===== config.mk =====
export PLATFORM = sky130hd
export DESIGN_NAME = trace_recorder_flat
export DESIGN_NICKNAME = d
export VERILOG_FILES = /design/src/rtl/trace_pkg.sv /design/src/rtl/trace_recorder_if.sv /design/src/rtl/trace_mem.sv /design/src/rtl/trace_recorder.sv /design/src/flat_wrapper.sv
export SDC_FILE = /design/constraint.sdc
export NUM_CORES = 1
export LEC_CHECK = 0
export BUFFER_PORTS_ARGS = -buffer_cell sky130_fd_sc_hd__buf_2
export CORE_UTILIZATION = 50
export CTS_CLUSTER_DIAMETER = 40
export DETAILED_ROUTE_END_ITERATION = 7
export PLACE_DENSITY = 0.79
export SLEW_MARGIN = 15
export SYNTH_ARGS = -nofsm -noshare
export SYNTH_HDL_FRONTEND = slang
export SYNTH_SLANG_ARGS = --single-unit
export TNS_END_PERCENT = 5

===== constraint.sdc =====
create_clock -name clk -period 2.1 [get_ports clk]
set_input_delay 0.105 -clock clk [delete_from_list [all_inputs] [get_ports clk]]
set_output_delay 0.105 -clock clk [all_outputs]
set_load 0.005 [all_outputs]

===== src/rtl/trace_pkg.sv =====
// Shared types for the trace recorder: capture FSM states and pointer-width helper.
package trace_pkg;

  typedef enum logic [2:0] {
    StIdle,
    StPre,
    StArmed,
    StPost,
    StDump
  } trace_state_e;

  function automatic int unsigned ptr_width(input int unsigned depth);
    return (depth > 1) ? $clog2(depth) : 1;
  endfunction

endpackage


===== src/rtl/trace_recorder_if.sv =====
// Valid/ready read port carrying the captured window out of the trace recorder.
interface trace_recorder_if #(
  parameter int unsigned WIDTH = 6
);

  logic             rd_valid_o;
  logic             rd_ready_i;
  logic [WIDTH-1:0] rd_data_o;
  logic             rd_last_o;

  modport master (
    output rd_valid_o,
    output rd_data_o,
    output rd_last_o,
    input  rd_ready_i
  );

  modport slave (
    input  rd_valid_o,
    input  rd_data_o,
    input  rd_last_o,
    output rd_ready_i
  );

endinterface


===== src/rtl/trace_mem.sv =====
// DEPTH x WIDTH trace storage: one synchronous write port, one asynchronous read port, no reset.
module trace_mem
  import trace_pkg::*;
#(
  parameter int unsigned WIDTH = 6,
  parameter int unsigned DEPTH = 32,
  localparam int unsigned AddrW = ptr_width(DEPTH)
) (
  input  logic             clk,
  input  logic             we,
  input  logic [AddrW-1:0] waddr,
  input  logic [WIDTH-1:0] wdata,
  input  logic [AddrW-1:0] raddr,
  output logic [WIDTH-1:0] rdata
);

  logic [WIDTH-1:0] mem_q [DEPTH];

  always_ff @(posedge clk) begin
    if (we) begin
      mem_q[waddr] <= wdata;
    end
  end

  assign rdata = mem_q[raddr];

endmodule


===== src/rtl/trace_recorder.sv =====
// Trigger-based capture of a monitored signal into a circular buffer, dumped oldest-first.
// Define TRACE_RECORDER_FORMAL_EN to compile in formal properties (under FORMAL).
module trace_recorder
  import trace_pkg::*;
#(
  parameter int unsigned WIDTH    = 6,
  parameter int unsigned DEPTH    = 32,
  parameter int unsigned PRE_TRIG = 16
) (
  input  logic             clk,
  input  logic             rst_n,
  input  logic [WIDTH-1:0] sample_i,
  input  logic             arm_i,
  input  logic             trig_i,
  trace_recorder_if.master rd,
  output logic             busy_o
);

  localparam int unsigned PtrW = ptr_width(DEPTH);
  localparam int unsigned CntW = PtrW + 1;
  localparam int          PostN = int'(DEPTH) - int'(PRE_TRIG) - 1;
  localparam logic [CntW-1:0] PreLast  = CntW'(PRE_TRIG - 1);
  localparam logic [CntW-1:0] PostLast = CntW'((PostN > 0) ? PostN - 1 : 0);
  localparam logic [CntW-1:0] BeatLast = CntW'(DEPTH - 1);

  trace_state_e    state_q, state_d;
  logic [PtrW-1:0] wr_ptr_q, wr_ptr_d;
  logic [PtrW-1:0] rd_ptr_q, rd_ptr_d;
  logic [CntW-1:0] cnt_q, cnt_d;
  logic            we;
  logic [WIDTH-1:0] rdata;

  always_comb begin
    state_d  = state_q;
    wr_ptr_d = wr_ptr_q;
    rd_ptr_d = rd_ptr_q;
    cnt_d    = cnt_q;
    we       = 1'b0;
    unique case (state_q)
      StIdle: begin
        if (arm_i) begin
          wr_ptr_d = '0;
          rd_ptr_d = '0;
          cnt_d    = '0;
          state_d  = StPre;
        end
      end
      StPre: begin
        we       = 1'b1;
        wr_ptr_d = wr_ptr_q + 1'b1;
        cnt_d    = cnt_q + 1'b1;
        if (cnt_q == PreLast) begin
          cnt_d   = '0;
          state_d = StArmed;
        end
      end
      StArmed: begin
        we       = 1'b1;
        wr_ptr_d = wr_ptr_q + 1'b1;
        if (trig_i) begin
          cnt_d = '0;
          // With PRE_TRIG = DEPTH-1 there are no post-trigger writes at all.
          if (PostN == 0) begin
            rd_ptr_d = wr_ptr_q + 1'b1;
            state_d  = StDump;
          end else begin
            state_d = StPost;
          end
        end
      end
      StPost: begin
        we       = 1'b1;
        wr_ptr_d = wr_ptr_q + 1'b1;
        cnt_d    = cnt_q + 1'b1;
        if (cnt_q == PostLast) begin
          cnt_d    = '0;
          rd_ptr_d = wr_ptr_q + 1'b1;
          state_d  = StDump;
        end
      end
      StDump: begin
        if (rd.rd_ready_i) begin
          rd_ptr_d = rd_ptr_q + 1'b1;
          cnt_d    = cnt_q + 1'b1;
          if (cnt_q == BeatLast) begin
            cnt_d   = '0;
            state_d = StIdle;
          end
        end
      end
      default: state_d = StIdle;
    endcase
  end

  always_ff @(posedge clk or negedge rst_n) begin
    if (!rst_n) begin
      state_q  <= StIdle;
      wr_ptr_q <= '0;
      rd_ptr_q <= '0;
      cnt_q    <= '0;
    end else begin
      state_q  <= state_d;
      wr_ptr_q <= wr_ptr_d;
      rd_ptr_q <= rd_ptr_d;
      cnt_q    <= cnt_d;
    end
  end

  trace_mem #(
    .WIDTH(WIDTH),
    .DEPTH(DEPTH)
  ) u_mem (
    .clk  (clk),
    .we   (we),
    .waddr(wr_ptr_q),
    .wdata(sample_i),
    .raddr(rd_ptr_q),
    .rdata(rdata)
  );

  // Data is gated so the undefined memory never leaks out while idle or in reset.
  assign rd.rd_valid_o = (state_q == StDump);
  assign rd.rd_data_o  = rd.rd_valid_o ? rdata : '0;
  assign rd.rd_last_o  = rd.rd_valid_o && (cnt_q == BeatLast);
  assign busy_o        = (state_q != StIdle);

`ifdef TRACE_RECORDER_FORMAL_EN
`ifdef FORMAL
  a_state_legal: assert property (@(posedge clk) disable iff (!rst_n)
    state_q inside {StIdle, StPre, StArmed, StPost, StDump});
  a_valid_in_dump: assert property (@(posedge clk) disable iff (!rst_n)
    rd.rd_valid_o |-> state_q == StDump);
  a_read_stable: assert property (@(posedge clk) disable iff (!rst_n)
    rd.rd_valid_o && !rd.rd_ready_i |=> $stable(rd.rd_data_o) && $stable(rd.rd_last_o));
  a_no_write_in_dump: assert property (@(posedge clk) disable iff (!rst_n)
    state_q == StDump |-> !we);
  c_full_sequence: cover property (@(posedge clk) disable iff (!rst_n)
    state_q == StIdle && arm_i ##1 (state_q != StIdle) [*1:$] ##1 state_q == StIdle);
  c_first_armed_trig: cover property (@(posedge clk) disable iff (!rst_n)
    state_q == StPre ##1 (state_q == StArmed && trig_i));
`endif
`endif

endmodule


===== src/flat_wrapper.sv =====
// flat-port wrapper written by rule: the top's interface ports become plain ports
module trace_recorder_flat import trace_pkg::*;
#(
  parameter int unsigned WIDTH    = 6,
  parameter int unsigned DEPTH    = 32,
  parameter int unsigned PRE_TRIG = 16
)
  (clk, rst_n, sample_i, arm_i, trig_i, busy_o, rd_rd_valid_o, rd_rd_data_o, rd_rd_last_o, rd_rd_ready_i);
  trace_recorder_if #(.WIDTH(WIDTH)) rd_i ();
  input  logic clk;
  input  logic rst_n;
  input  logic [WIDTH-1:0] sample_i;
  input  logic arm_i;
  input  logic trig_i;
  output logic busy_o;
  output wire logic [$bits(rd_i.rd_valid_o)-1:0] rd_rd_valid_o;
  output wire logic [$bits(rd_i.rd_data_o)-1:0] rd_rd_data_o;
  output wire logic [$bits(rd_i.rd_last_o)-1:0] rd_rd_last_o;
  input wire logic [$bits(rd_i.rd_ready_i)-1:0] rd_rd_ready_i;
  assign rd_rd_valid_o = rd_i.rd_valid_o;
  assign rd_rd_data_o = rd_i.rd_data_o;
  assign rd_rd_last_o = rd_i.rd_last_o;
  assign rd_i.rd_ready_i = rd_rd_ready_i;
  trace_recorder #(.WIDTH(WIDTH), .DEPTH(DEPTH), .PRE_TRIG(PRE_TRIG)) u_core (.clk(clk), .rst_n(rst_n), .sample_i(sample_i), .arm_i(arm_i), .trig_i(trig_i), .rd(rd_i), .busy_o(busy_o));
endmodule

* Yosys cells after proc, flatten, opt, wreduce, memory -nomap -nowiden
Memory sizes are Yosys's and may differ from the RTL's.
Index checks and enable logic that the tools add are counted.
** Word-level totals
- Output and inout bits :: 9
- Bits in latches :: 0
- Input port bits :: 11
- Word-level logic and storage cells :: 55
- Memory bits (read-only) :: 0
- Memories kept :: 1
- Memory bits (writable) :: 192
- Register bits after elaboration :: 19
** Cells by class
- Equality and inequality tests :: 13
- Divide/modulo/power cells :: 0
- Bitwise logic cells :: 0
- Shifts and indexed selects :: 0
- Add/sub/neg operators :: 3
- Multiplexer cells :: 23
- $lt $le $gt $ge :: 0
- $mul :: 0
- Reductions and logical operators :: 11
** Memories
- u_core.u_mem.mem_q :: depth 32, bits a word 6, read ports 1, clocked after Yosys merged registers in 0, write ports 1, RTL line trace_mem.sv:17 : logic [WIDTH-1:0] mem_q [DEPTH];
** Operators by type and width (number)
- two-way mux 6 bit :: 7
- one-hot mux 6 bit (5 select lines) :: 1
- two-way mux 3 bit :: 6
- two-way mux 5 bit :: 3
- one-hot mux 3 bit (5 select lines) :: 1
- one-hot mux 5 bit (3 select lines) :: 1
- equality test 6 x 4 -> 1 bit (second input constant) :: 2
- adder 5 x 1 -> 5 bit (second input constant) :: 2
- one-hot mux 5 bit (2 select lines) :: 1
- != test 2 bit (second input constant) :: 4
- AND reduction 4 bit :: 2
- adder 6 x 1 -> 6 bit (second input constant) :: 1
- equality test 3 x 2 -> 1 bit (second input constant) :: 2
- equality test 6 x 5 -> 1 bit (second input constant) :: 1
- AND reduction 6 bit :: 1
- nonzero test 3 bit :: 2
- nonzero test 5 bit :: 1
- != test 2 x 1 -> 1 bit (second input constant) :: 2
- equality test 3 x 1 -> 1 bit (second input constant) :: 1
- equality test 3 bit (second input constant) :: 1
- zero test 3 bit :: 1
- two-way mux 1 bit :: 3
- OR reduction 3 bit :: 1
- AND reduction 2 bit :: 1
- other kinds (2) :: 2

* Logic depth before layout (Yosys ltp)
Gate-level depths: netlist of the first run.
- Depth in word-level cells :: 5
- Gate-level depth with buffers :: 8

* Cells and area by module
Synthesis of the first run repeated with hierarchy kept, for this count alone.
** Unflattened totals
- Cells, all modules :: 457
- Area total of the unflattened synthesis :: 8744.6 sq um
** Modules (own cells, without submodules)
- trace_mem :: seq. area each 5765.5 sq um, area an instance 7469.7 sq um, cells each 317, instances 1
- trace_recorder :: seq. area each 475.5 sq um, area an instance 1275.0 sq um, cells each 140, instances 1

* Worst setup path after synthesis of the first run
OpenSTA, ideal clock, no wires.
- Path kind :: flip-flop to output port
- Start point :: reg u_core.rd_ptr_q[0]
- End point :: out rd_rd_data_o[0]
- Setup slack :: 0.093 ns
- Required time :: 1.995 ns
- Buffers on the path :: 2
- Data arrival time :: 1.902 ns
- Cell stages (with the launch flop) :: 8
- Path through :: dfrtp_1 > buf_6 > buf_12 > mux4_1 > mux4_2 > nor2_1 > a21oi_1 > and3_1
** On the way
- Word-level cells in the longest chain between the ends :: 2
** RTL lines
- start, declared :: RTL line trace_recorder.sv:28 : logic [PtrW-1:0] rd_ptr_q, rd_ptr_d;
- start signal, assigned :: RTL line trace_recorder.sv:104 : rd_ptr_q <= rd_ptr_d;
- memory read (32 x 6 bit)
- two-way mux 6 bit :: RTL line trace_recorder.sv:123 : assign rd.rd_data_o = rd.rd_valid_o ? rdata : '0;
- end, declared :: RTL line flat_wrapper.sv:17 : output wire logic [$bits(rd_i.rd_data_o)-1:0] rd_rd_data_o;
Every way passes these cells.

* Final worst setup path of the first run
- Start point :: reg u_core.rd_ptr_q[0]
- End point :: out rd_rd_data_o[4]
Same word-level chain as after synthesis.

==> key figures, run 1 <==
Power and ir drop
  • Power per cell area: 1370 nW/um^2
  • VDD IR max: 749 uV
  • Static leakage: 3.64 nW
  • Power, Total: 0.0143 W

Worst setup path
  • Arr. time, crit path: 2710 ps
  • CP Capture Point: rd_rd_data_o[4]
  • Critical path required time: 2000 ps
  • FF-to-FF End: u_core.rd_ptr_q[2]$_DFFE_PN0P_
  • CP Max Fanout: 9
  • Flop2flop setup slack: 150 ps
  • Critical path startpoint: u_core.rd_ptr_q[0]$_DFFE_PN0P_
  • CP Launch Type: register
  • CP Capture Type: output pin
  • Worst R2R Path Depth: 5
  • Crit Path Category: reg2out
  • FF-to-FF Start: u_core.cnt_q[5]$_DFFE_PN0P_

Clock tree
  • CTS tree: built
  • CTS buffer count: 26
  • Root Driver: clkbuf_16
  • H-tree depth: 1
  • Num Clock Sinks: 211
  • Clock Latency Late Sink: 530 ps
  • CTS clk-pin slew, worst paths: 60 ps
  • Clk buf depth: 3

Yosys
  • Most instantiated cells after synthesis: edfxtp_1 (192), nor2_1 (49), mux4_2 (29), o21ai_0 (24), mux2i_1 (20)
  • Ys flop type: edfxtp_1
  • Area contributors post-synth: edfxtp_1 (65%), mux4_2 (7.4%), dfrtp_1 (5.4%)
  • Asr flop ratio synth: 0.0900
  • Synth cell types: 48
  • Post-Syn Area per Cell: 17.6 um^2
  • Sequential fraction of the synthesis area: 0.707
  • Synthesized netlist cell count: 500
  • Post-synth EDFFs: 192
  • Yosys Warn Count: 0
  • Netlist Area Pre-Place: 8820 um^2
  • Count leader, synth: edfxtp_1
  • Synth Register Bits: 211
  • Post-synth top area share: 0.653
  • Mapped Nets: 518
  • Synth area leader: edfxtp_1

Place
  • Placer Congestion: 0.893
  • Dpl ws: -183 ps
  • Final HPWL DP: 11700 um
  • Port buffer count: 19

GRT
  • Antenna violations before repair: 0
  • Gr usage total: 0.218
  • Vias in the first global route: 5048
  • Total gr overflow: 0
  • Largest net degree at the start of global routing: 33
  • First-pass GRT wire length: 29300 um

Routing
  • ANT nets after route: 0
  • Total number of vias: 4975
  • Post-route DRC: 0
  • 1st-iter DRT viols: 620
  • First-pass iteration count of the detailed router: 5
  • Via density: 5.99
  • Final wirelength: 18900 um
  • WL per Instance: 22.8 um

Die
  • I/O Pins: 20
  • Core Region: 17200 um^2
  • DIE HEIGHT: 135 um
  • Starting Density: 0.512
  • Full die area: 18200 um^2
  • Rows: 48
  • Die X: 135 um

Outcome
  • Outcome: finished, violations left
  • Failing checks: setup timing

STA
  • FMAX: 356 MHz
  • Final period util: 1.34
  • Final Hold Fails: 0
  • Unrepaired setup endpoints after global routing: true
  • PnR worst setup slack: -711 ps
  • Max-slew violations: 0
  • Slew headroom: 0.554
  • Fin crit period: 2810 ps
  • Final setup vio count: 6
  • Worst slew pin tran: 669 ps
  • Skew final: 20.5 ps

Layout
  • Fraction of layout cells with a size suffix above 1: 0.298
  • Layout area overhead: 18.4%
  • # diodes: 0
  • Fin nets: 603
  • Fin util: 0.606

Flow run
  • Max-cap violations: 0

Worst hold path
  • Hold crit path type: in2async
==> per-layer routing <==
metal	vias to the layer above	GRT usage	wire length (um)
li1	2171	-	-
met1	2536	0.299	7690
met2	236	0.362	9510
met3	32	0.0315	1340
met4	0	0.0724	397
met5	-	0	0
==> layout by cell type (no fill, tap or decap), types with 14 or more instances in the layout <==
cell type / instances
edfxtp_1: 192
buf_4: 51
nor2_1: 47
mux4_2: 38
clkbuf_16: 27
o21ai_0: 24
mux2i_1: 20
buf_2: 19
dfrtp_1: 17
nand2_1: 15
mux2_2: 14
==> state kept, by name, summed over array words and instances (netlist names) <==
signal	count
u_core.cnt_q	6
u_core.u_mem.mem_q	192
u_core.wr_ptr_q	5
u_core.rd_ptr_q	5
u_core.state_q	3
==> how the worst min path moves through the flow <==
stage | start | depth (start not counted) | endpoint
final | rst_n | 2 | u_core.rd_ptr_q[3]$_DFFE_PN0P_
after global routing | rst_n | 2 | u_core.rd_ptr_q[1]$_DFFE_PN0P_
after CTS | rst_n | 2 | u_core.rd_ptr_q[3]$_DFFE_PN0P_
after detailed placement | rst_n | 1 | u_core.state_q[2]$_DFFE_PN0P_
after global placement | rst_n | 1 | u_core.state_q[1]$_DFFE_PN0P_
after floorplan | rst_n | 0 | u_core.cnt_q[0]$_DFFE_PN0P_
==> stage by stage <==
step / cells / hold slack [ps] / TNS [ps] / instance area [um^2]
after floorplan: 500 / -191 / 0 / 8820
after global placement: 777 / 85.1 / -860 / 9510
after detailed placement: 777 / 95.8 / -970 / 9510
after CTS: 830 / 73.7 / -4250 / 10400
after global routing: 830 / 130 / -4580 / 10400
final: 830 / 78.3 / -4120 / 10400
==> worst max-delay path, stage by stage, from the launching register on <==
cell	delay, ps
dfrtp_4	470
buf_12	160
mux4_2	550
mux4_2	540
nor2_2	110
a21oi_1	50
and3_1	180
buf_2	130
==> cells by family after synthesis <==
group	count (synthesis)	synth area share
AOI/OAI and AO/OA	65	0.0468
adders and majority gates	7	0.00993
buffers and inverters	30	0.0214
muxes	76	0.153
DFF	211	0.707
xor gates and xnor gates	4	0.00397
and+or+nand+nor	107	0.0573
==> timing repair <==
| item | in CTS | in global routing |
|---|---|---|
| setup buffers | 0 | 0 |
| endpoints found under the setup margin | 9 | 9 |
| hold buffers | 5 | 0 |
| endpoints found under the hold margin | 22 | 0 |
| resized for setup | 12 | 7 |
==> power by group <==
part	total, W	internal, W	switching (W)
combinational	0.00417	0.00197	0.00219
sequential	0.00560	0.00521	0.000397
clock	0.00450	0.00275	0.00175
total	0.0143	0.00993	0.00434
==> cell type report <==
class                      instances  area [um^2]
clock buffer                      29          683
clock inverter                    19          205
fill                            1203         6790
inverter                           7         27.5
multi-input combinational        259         2370
sequential                       211         6250
tap                              225          282
timing repair buffer              80          628
(Power assumes the default switching activity.)
==> run 2, diff against run 1 <==
--- a/config.mk
+++ b/config.mk
@@ -9,8 +9,8 @@
 export CORE_UTILIZATION = 50
 export CTS_CLUSTER_DIAMETER = 40
 export DETAILED_ROUTE_END_ITERATION = 7
-export PLACE_DENSITY = 0.79
-export SLEW_MARGIN = 15
+export PLACE_DENSITY_LB_ADDON = 0.2
+export SLEW_MARGIN = 20
 export SYNTH_ARGS = -nofsm -noshare
 export SYNTH_HDL_FRONTEND = slang
 export SYNTH_SLANG_ARGS = --single-unit
==> run 2 against run 1 <==
Against the previous run:
- worst setup slack better by 22 ps
- via count shrank 3.6%
- final cell count grew 0.36%
- the run still ends with setup timing left
- die area unchanged
- sequential share of layout area shrank 0.33 points
- sequential power rose by 0.9%
==> key figures, run 2 (synthesized netlist as in run 1, its figures left out) <==
STA
  • Skew final: 8.45 ps (was 20.5 ps)
  • Max-slew violations: 0 (unchanged)
  • Final period util: 1.33 (was 1.34)
  • Final setup vio count: 6 (unchanged)
  • Slew headroom: 0.565 (was 0.554)
  • Worst hold margin: 70.7 ps (was 78.3 ps)
  • FMAX: 359 MHz (was 356 MHz)
  • Final Hold Fails: 0 (unchanged)
  • Worst slew pin tran: 652 ps (was 669 ps)
  • Setup TNS: -4080 ps (was -4120 ps)
  • Fin crit period: 2790 ps (was 2810 ps)
  • PnR worst setup slack: -689 ps (was -711 ps)
  • Unrepaired setup endpoints after global routing: true (unchanged)

Die
  • Full die area: 18200 um^2 (unchanged)
  • Starting Density: 0.512 (unchanged)
  • I/O Pins: 20 (unchanged)
  • DIE HEIGHT: 135 um (unchanged)
  • Die X: 135 um (unchanged)
  • Rows: 48 (unchanged)
  • Core Region: 17200 um^2 (unchanged)

Worst setup path
  • Bufs and invs on worst path: 2 (unchanged)
  • Critical path cell sequence: buf_12, mux4_2, mux4_2, nor2_1, a21oi_1, and3_1, buf_2 (was buf_12, mux4_2, mux4_2, nor2_2, a21oi_1, and3_1, buf_2)
  • Critical path required time: 2000 ps (about the same)
  • CP Capture Type: output pin (unchanged)
  • CP Launch Type: register (unchanged)
  • Critical path's top delay family: multiplexers (unchanged)
  • Stages on worst setup path: 7 (unchanged)
  • Slowest stage delay, CP: 530 ps (was 550 ps)
  • Arr. time, crit path: 2680 ps (was 2710 ps)
  • CP most frequent cell: mux4_2 (unchanged)
  • CP Max Fanout: 9 (unchanged)
  • Crit Path Category: reg2out (unchanged)
  • Worst R2R Path Depth: 6 (was 5)
  • Critical path's slowest cell: mux4_2 (unchanged)

Power and ir drop
  • Power, Total: 0.0144 W (was 0.0143 W)
  • Power per cell area: 1370 nW/um^2 (about the same)
  • Static leakage: 3.65 nW (was 3.64 nW)
  • VDD IR max: 740 uV (was 749 uV)

Layout
  • Register bank with the most flops: u_core.u_mem.mem_q (unchanged)
  • Commonest non-fill, non-tap cells in the layout: edfxtp_1 (192), buf_4 (50), nor2_1 (46) (was edfxtp_1 (192), buf_4 (51), nor2_1 (47))
  • Max reg flops: 192 (unchanged)
  • Fin util: 0.609 (was 0.606)
  • Fraction of layout cells with a size suffix above 1: 0.303 (was 0.298)
  • Biggest regs: u_core.u_mem.mem_q (192), u_core.cnt_q (6) (unchanged)
  • Fin nets: 604 (was 603)
  • Layout area overhead: 19.0% (was 18.4%)
  • # diodes: 0 (unchanged)
  • Commonest non-fill, non-tap cell in the layout: edfxtp_1 (unchanged)

GRT
  • GR Layer Usage met2: 0.347 (was 0.362)
  • GR Util met1: 0.302 (was 0.299)
  • First-pass GRT wire length: 29000 um (was 29300 um)
  • Antenna violations before repair: 0 (unchanged)
  • Top Usage Layer GRT: met2 (unchanged)
  • Gr usage total: 0.215 (was 0.218)
  • Total gr overflow: 0 (unchanged)
  • M3 GR Usage: 0.0379 (was 0.0315)
  • Largest net degree at the start of global routing: 33 (unchanged)
  • Vias in the first global route: 5002 (was 5048)

Clock tree
  • CTS buffer count: 29 (was 26)
  • Root Driver: clkbuf_16 (unchanged)
  • H-tree depth: 1 (unchanged)
  • Num Clock Sinks: 211 (unchanged)
  • CTS tree: built (unchanged)
  • Clk buf depth: 3 (unchanged)
  • CTS clk-pin slew, worst paths: 60 ps (about the same)
  • Clock Latency Late Sink: 530 ps (about the same)

Outcome
  • Failing checks: setup timing (unchanged)
  • Outcome: finished, violations left (unchanged)

Place
  • Port buffer count: 19 (unchanged)
  • Placer Congestion: 0.892 (was 0.893)
  • Final HPWL DP: 11800 um (was 11700 um)

Routing
  • Via density: 5.76 (was 5.99)
  • 1st-iter DRT viols: 397 (was 620)
  • ANT nets after route: 0 (unchanged)
  • First-pass iteration count of the detailed router: 5 (unchanged)
  • Post-route DRC: 0 (unchanged)
  • Final wirelength: 18400 um (was 18900 um)
  • Total number of vias: 4794 (was 4975)
  • WL per Instance: 22.1 um (was 22.8 um)

Worst hold path
  • Hold crit path type: in2async (unchanged)

Flow run
  • Max-cap violations: 0 (unchanged)
[run 2: cell count changes in the layout (fill, tap and decap cells not counted), moves of 2 or more]
cell | previous run | this run
inv_8 | 1 | 3
clkbuf_16 | 27 | 29
inv_6 | 5 | 3
clkinvlp_4 | 2 | 6
[run 2: worst reg2reg max path, stage by stage, from the launching register on]
cell and delay, ps:
dfrtp_1 420, ha_1 260, nand3_1 180, o311ai_1 350, a21boi_0 300, o21ai_0 120
a21o_1 200
[run 2: layout make-up]
cell class	instances	area, um^2
tap	225	282
sequential	211	6240
fill	1246	6740
clock inverter	20	201
multi-input combinational	259	2390
inverter	7	27.5
clock buffer	33	751
timing repair buffer	78	602
[run 2: per-layer routing]
layer  part of all wire  up-vias
met3              0.050       35
met2               0.49      129
met1               0.44     2449
met4              0.021        0
met5                  0        -
li1                   -     2181
[run 2: worst paths after layout]
check | startpoint | to | slack (ps)
max | u_core.rd_ptr_q[0]$_DFFE_PN0P_ | rd_rd_data_o[4] | -690
min | rst_n | u_core.wr_ptr_q[4]$_DFFE_PN0P_ | 70
max reg2reg | u_core.cnt_q[1]$_DFFE_PN0P_ | u_core.cnt_q[2]$_DFFE_PN0P_ | 170
min reg2reg | u_core.cnt_q[1]$_DFFE_PN0P_ | u_core.cnt_q[1]$_DFFE_PN0P_ | 600
max in group asynchronous | rst_n | u_core.rd_ptr_q[0]$_DFFE_PN0P_ | 1660
min in group clk | sample_i[1] | u_core.u_mem.mem_q[22][1]$_DFFE_PP_ | 140
[run 2: per-stage QoR]
stage	worst slack, ps	cells	area [um^2]
2_1_floorplan	92.6	500	8820
5_1_grt	-798	833	10500
3_3_place_gp	-220	776	9500
4_1_cts	-739	833	10500
6_report	-689	833	10500
3_5_place_dp	-234	776	9500
[run 2: where the power goes]
group / switching [W] / leakage [nW] / internal, W
combinational: 0.00207 / 1.24 / 0.00195
clock: 0.00186 / 0.451 / 0.00286
sequential: 0.000445 / 1.97 / 0.00520
total: 0.00438 / 3.65 / 0.0100
[run 2: timing repair]
action	in CTS	in global routing
endpoints found under the setup margin	7	11
hold buffers	4	0
buffers inserted	0	0
hold endpoints to repair	23	0
gates resized for setup	10	8
